### src/rtl/period_meter_pkg.sv
// rtl/period_meter_pkg.sv - Shared states, default sizes and saturation helper for the period meter.
package period_meter_pkg;

  typedef enum logic [1:0] {IDLE, ARM, MEASURE} pmState_t;

  localparam int DEF_CNT_W       = 16;
  localparam int DEF_SYNC_STAGES = 2;

  function automatic logic [31:0] satMax(input int width);
    return (32'd1 << width) - 32'd1;
  endfunction

endpackage

### src/rtl/period_meter_edge_sync.sv
// rtl/period_meter_edge_sync.sv - Synchronizer chain plus edge register producing registered rise/fall strobes.
module edge_sync
  import period_meter_pkg::*;
#(
  parameter int SYNC_STAGES = DEF_SYNC_STAGES
) (
  input  logic clock,
  input  logic reset,
  input  logic pulseIn,
  output logic sync,
  output logic riseStb,
  output logic fallStb
);

  logic [SYNC_STAGES-1:0] chain;
  logic                   syncPrev;

  // Strobes are registered alongside syncPrev so that sync, riseStb and fallStb stay cycle-aligned.
  always_ff @(posedge clock) begin
    if (reset) begin
      chain    <= '0;
      syncPrev <= 1'b0;
      riseStb  <= 1'b0;
      fallStb  <= 1'b0;
    end else begin
      chain    <= {chain[SYNC_STAGES-2:0], pulseIn};
      syncPrev <= chain[SYNC_STAGES-1];
      riseStb  <= chain[SYNC_STAGES-1] & ~syncPrev;
      fallStb  <= ~chain[SYNC_STAGES-1] & syncPrev;
    end
  end

  assign sync = syncPrev;

endmodule

### src/rtl/period_meter.sv
// rtl/period_meter.sv - Measures the period of a pulse train and offers it on a valid/ready port.
// Define PERIOD_METER_DUTY_EN to also measure the high time of each period on highOut.
module period_meter
  import period_meter_pkg::*;
#(
  parameter int CNT_W       = DEF_CNT_W,
  parameter int SYNC_STAGES = DEF_SYNC_STAGES
) (
  input  logic             clock,
  input  logic             reset,
  input  logic             enable,
  input  logic             pulseIn,
  output logic [CNT_W-1:0] periodOut,
  output logic [CNT_W-1:0] highOut,
  output logic             periodOvf,
  output logic             periodValid,
  input  logic             periodReady,
  output logic             dropped,
  output logic             busy
);

  localparam logic [CNT_W-1:0] CNT_MAX = CNT_W'(satMax(CNT_W));
  localparam logic [CNT_W-1:0] CNT_ONE = CNT_W'(1);

  pmState_t         state;
  logic [CNT_W-1:0] cnt;
  logic             ovf;
  logic             sync;
  logic             riseStb;
  logic             fallStb;
  logic             complete;
  logic [CNT_W-1:0] highNext;

  edge_sync #(.SYNC_STAGES(SYNC_STAGES)) uEdgeSync (
    .clock   (clock),
    .reset   (reset),
    .pulseIn (pulseIn),
    .sync    (sync),
    .riseStb (riseStb),
    .fallStb (fallStb)
  );

  assign complete = (state == MEASURE) && enable && riseStb;

`ifdef PERIOD_METER_DUTY_EN
  logic [CNT_W-1:0] hcnt;
  logic [CNT_W-1:0] highHold;

  // highHold is cleared at each rise so a period without a fall reports zero high time.
  always_ff @(posedge clock) begin
    if (reset || state == IDLE) begin
      hcnt     <= '0;
      highHold <= '0;
    end else if (riseStb) begin
      hcnt     <= CNT_ONE;
      highHold <= '0;
    end else begin
      if (sync && hcnt != CNT_MAX) hcnt <= hcnt + CNT_ONE;
      if (fallStb) highHold <= hcnt;
    end
  end

  assign highNext = highHold;
`else
  logic unusedDuty;
  assign unusedDuty = sync ^ fallStb;
  assign highNext   = '0;
`endif

  always_ff @(posedge clock) begin
    if (reset) begin
      state       <= IDLE;
      cnt         <= '0;
      ovf         <= 1'b0;
      periodOut   <= '0;
      highOut     <= '0;
      periodOvf   <= 1'b0;
      periodValid <= 1'b0;
      dropped     <= 1'b0;
      busy        <= 1'b0;
    end else begin
      busy <= enable;
      if (!enable) begin
        state <= IDLE;
        cnt   <= '0;
        ovf   <= 1'b0;
      end else begin
        case (state)
          IDLE: state <= ARM;
          ARM: begin
            if (riseStb) begin
              state <= MEASURE;
              cnt   <= CNT_ONE;
              ovf   <= 1'b0;
            end
          end
          MEASURE: begin
            if (riseStb) begin
              cnt <= CNT_ONE;
              ovf <= 1'b0;
            end else if (cnt >= CNT_MAX - CNT_ONE) begin
              cnt <= CNT_MAX;
              ovf <= 1'b1;
            end else begin
              cnt <= cnt + CNT_ONE;
            end
          end
          default: state <= IDLE;
        endcase
      end

      // A held, unaccepted result wins over a newer one; the newer one is counted as dropped.
      if (complete && (!periodValid || periodReady)) begin
        periodOut   <= cnt;
        periodOvf   <= ovf;
        highOut     <= highNext;
        periodValid <= 1'b1;
      end else if (complete) begin
        dropped <= 1'b1;
      end else if (periodReady) begin
        periodValid <= 1'b0;
      end
    end
  end

endmodule

### config.mk
export PLATFORM = sky130hd
export DESIGN_NAME = period_meter
export DESIGN_NICKNAME = d
export VERILOG_FILES = /design/src/rtl/period_meter_pkg.sv /design/src/rtl/period_meter_edge_sync.sv /design/src/rtl/period_meter.sv
export SDC_FILE = /design/constraint.sdc
export NUM_CORES = 1
export LEC_CHECK = 0
export ABC_AREA = 1
export BUFFER_PORTS_ARGS = -buffer_cell sky130_fd_sc_hd__clkbuf_2
export CAP_MARGIN = 20
export CORE_MARGIN = 3
export CORE_UTILIZATION = 43
export DETAILED_ROUTE_END_ITERATION = 16
export GPL_TIMING_DRIVEN = 0
export PLACE_DENSITY = 0.63
export SLEW_MARGIN = 20
export SYNTH_ARGS = -nofsm -noshare
export SYNTH_HDL_FRONTEND = slang
export SYNTH_SLANG_ARGS = --single-unit
### constraint.sdc
create_clock -name clock -period 2.5 [get_ports clock]
set_input_delay 0.375 -clock clock [delete_from_list [all_inputs] [get_ports clock]]
set_output_delay 0.375 -clock clock [all_outputs]
set_load 0.02 [all_outputs]
==> impl_metrics.json <==
{
  "place.gp.congestion": 0.870,
  "nets": 343,
  "antennaDiodeCount": 0,
  "grt-ovfl-total": 0,
  "ys_seq_area_share_pct": 40.8,
  "antenna_found_initial": 0,
  "outcome": "complete, no violations",
  "tritoncts": "yes",
  "io_buffers": 24,
  "synth_compound_area_share_pct": 16.8,
  "clock_skew_ns": 0.00718,
  "muxShareOfSynthArea_pct": 0,
  "vias": 1887,
  "routed_wl_mm": 4.62,
  "path_class": "flip-flop to flip-flop",
  "area_growth_syn_to_layout_pct": 16.2,
  "synth_common_cells": "45 x nand2_1, 43 x dfxtp_1, 36 x nor2_1",
  "synth_top_cell_area_share_pct": 40.8,
  "synth_top_flop_cell": "dfxtp_1",
  "cts_root_buf": "clkbuf_8",
  "grt_pass1_vias": 1643,
  "fin_tns_setup_ns": 0,
  "startpoint_type": "flip-flop",
  "cts_setup_buffers": 0,
  "vias_per_cell": 4.73,
  "hpwl_mm": 3.47,
  "path_max_fanout": 8,
  "hold_violations": 0,
  "power.density_nw_per_um2": 501,
  "finalCritPeriodShare_pct": 67.8,
  "critPathRequiredTime_ns": 2.72,
  "finalWorstSetupSlack_ns": 0.804,
  "ioPinCount": 41,
  "die_width_um": 76.1,
  "rows": 24,
  "clk_pin_slew_ns": 0.08,
  "die_area_um2": 5790,
  "wire_per_inst_um": 11.6,
  "synth-seq-cells": 43,
  "drtAntennaViolNets": 0,
  "layout_min_cycle_time_ns": 1.70,
  "async_reset_ff_share_pct": 0,
  "dieHeight_um": 76.1,
  "grt_usage_pct": 16.5,
  "synth_top_family_by_area": "simple AND/OR/NAND/NOR gates",
  "h-tree-depth": 2,
  "p_leak_nw": 1.08,
  "dp_slack_ns": 0.834,
  "insertion_delay_ns": 0.30,
  "synthSimpleGateAreaFrac_pct": 26.2,
  "grt_pass1_wl_mm": 7.81,
  "synthTopCellsByArea": "dfxtp_1 41%, nand2_1 8.0%, nor2_1 6.4%, o21ai_0 6.4%, buf_4 6.0%",
  "yosysWarnings": 0,
  "cts_resized": 0,
  "arrival_ns": 1.92,
  "grt_max_degree": 14,
  "cts_sinks": 43,
  "synth_top_cell_by_area": "dfxtp_1",
  "slew_headroom_pct": 59.3,
  "fillers": 462,
  "yosysMostFrequentCell": "nand2_1",
  "synthAdderAreaFrac_pct": 2.96,
  "hold_path_class": "primary input to flip-flop",
  "worst_pin_slew_ns": 0.607,
  "clock_path_buffers": 2,
  "rsz0062_at_grt": "no",
  "drt_first_pass_iters": 4,
  "cts_made_buffers": 5,
  "drive_gt1_share_pct": 20.7,
  "first_iter_violations": 93,
  "synth_edf_count": 0,
  "drv_slew": 0,
  "initial_core_util_pct": 46.6,
  "ir_drop_mv": 0.295,
  "max_freq_mhz": 590,
  "synth_area_um2": 2110,
  "synth_cell_types": 28,
  "drc": 0,
  "coreArea_um2": 4530,
  "postCtsHoldBufs": 0,
  "synth_xor_area_share_pct": 0,
  "cap_viol_max_count": 0,
  "finalSetupViolCount": 0,
  "cp-end-kind": "flip-flop",
  "syn_inst": 287,
  "postSynthAreaPerCell_um2": 7.35
}
## worst max-delay path, stage by stage, from the launching register on
cell,delay [ns]
dfxtp_1,0.34
inv_1,0.07
ha_1,0.33
nand2_4,0.13
inv_2,0.07
o21ai_1,0.34
o211ai_1,0.17
a21oi_1,0.18
## cell type report
cell class              instances  area (um2)  share of cell area (%)
clock inverters                 3        15.0                   0.612
multi-input cells             205        1030                    42.0
clock buffers                   5        68.8                    2.81
well taps                      65        81.3                    3.32
repair buffers                 24         120                    4.90
inverters                      32         120                    4.90
plain buffers                  22         156                    6.38
flip-flops and latches         43         861                    35.1
## cells in the final DEF, fill, tap and decap left out, types with 2 or more instances in the layout
| master | count |
|---|---|
| nor2_1 | 36 |
| dfxtp_1 | 43 |
| buf_4 | 17 |
| nand4_1 | 8 |
| a21oi_2 | 3 |
| buf_2 | 2 |
| o21ai_0 | 27 |
| clkinv_2 | 3 |
| nand3_1 | 16 |
| clkbuf_8 | 5 |
| conb_1 | 16 |
| nor3_1 | 4 |
| nor2_2 | 3 |
| a21oi_1 | 24 |
| ha_1 | 5 |
| nand2_2 | 3 |
| o211ai_1 | 5 |
| nor2_4 | 3 |
| inv_2 | 2 |
| nand2_1 | 45 |
| inv_1 | 30 |
| clkbuf_1 | 2 |
| clkbuf_2 | 24 |
## per-stage QoR
step / utilization [%] / cells / area, um2 / hold WS [ns] / total power (W)
floorplan: - / 302 / 2170 / 0.373 / 0.000791
global placement: 52.2 / 391 / 2370 / 0.378 / 0.000810
detailed placement: 52.2 / 391 / 2370 / 0.379 / 0.000810
CTS: 54.1 / 399 / 2450 / 0.255 / 0.00124
global route: 54.1 / 399 / 2450 / 0.289 / 0.00128
finish: 54.1 / 399 / 2450 / 0.259 / 0.00123
## worst paths after layout
check | start | to | slack (ns) | cells past startpoint
max reg2reg | state[0]$_SDFFE_PP0P_ | cnt[4]$_SDFFE_PP0P_ | 0.80 | 7
min reg2reg | uEdgeSync.sync$_SDFF_PP0_ | uEdgeSync.riseStb$_SDFF_PP0_ | 0.39 | 1
min | pulseIn | uEdgeSync.chain[0]$_SDFF_PP0_ | 0.26 | 3
max | state[0]$_SDFFE_PP0P_ | cnt[4]$_SDFFE_PP0P_ | 0.80 | 7
## cell families after synthesis
group | count (synthesis)
adder cells (fa/ha/maj) | 5
other | 1
flip-flops | 43
buffers and inverters | 54
AO/OA/AOI/OAI | 64
AND/OR/NAND/NOR | 120
## power by group
part	internal [W]	switching, W	total (W)	leakage, nW
sequential	0.000691	0.00000337	0.000694	0.347
clock	0.000191	0.000242	0.000433	0.0477
combinational	0.0000327	0.0000685	0.000101	0.687
## metal layers
metal / GRT usage (%) / wire (um) / up-vias
met1: 21.9 / 2320 / 826
met4: 5.43 / 72 / 0
met3: 4.85 / 284 / 9
li1: - / - / 1005
met5: 0 / 0 / -
met2: 25.5 / 1950 / 47
## registers in the layout (all words and copies together) (netlist names)
signal             count
uEdgeSync.riseStb      1
busy                   1
uEdgeSync.chain        2
state                  2
dropped                1
periodOvf              1
uEdgeSync.sync         1
periodOut             16
cnt                   16
ovf                    1
periodValid            1
Power figures use the tool's default switching activity.
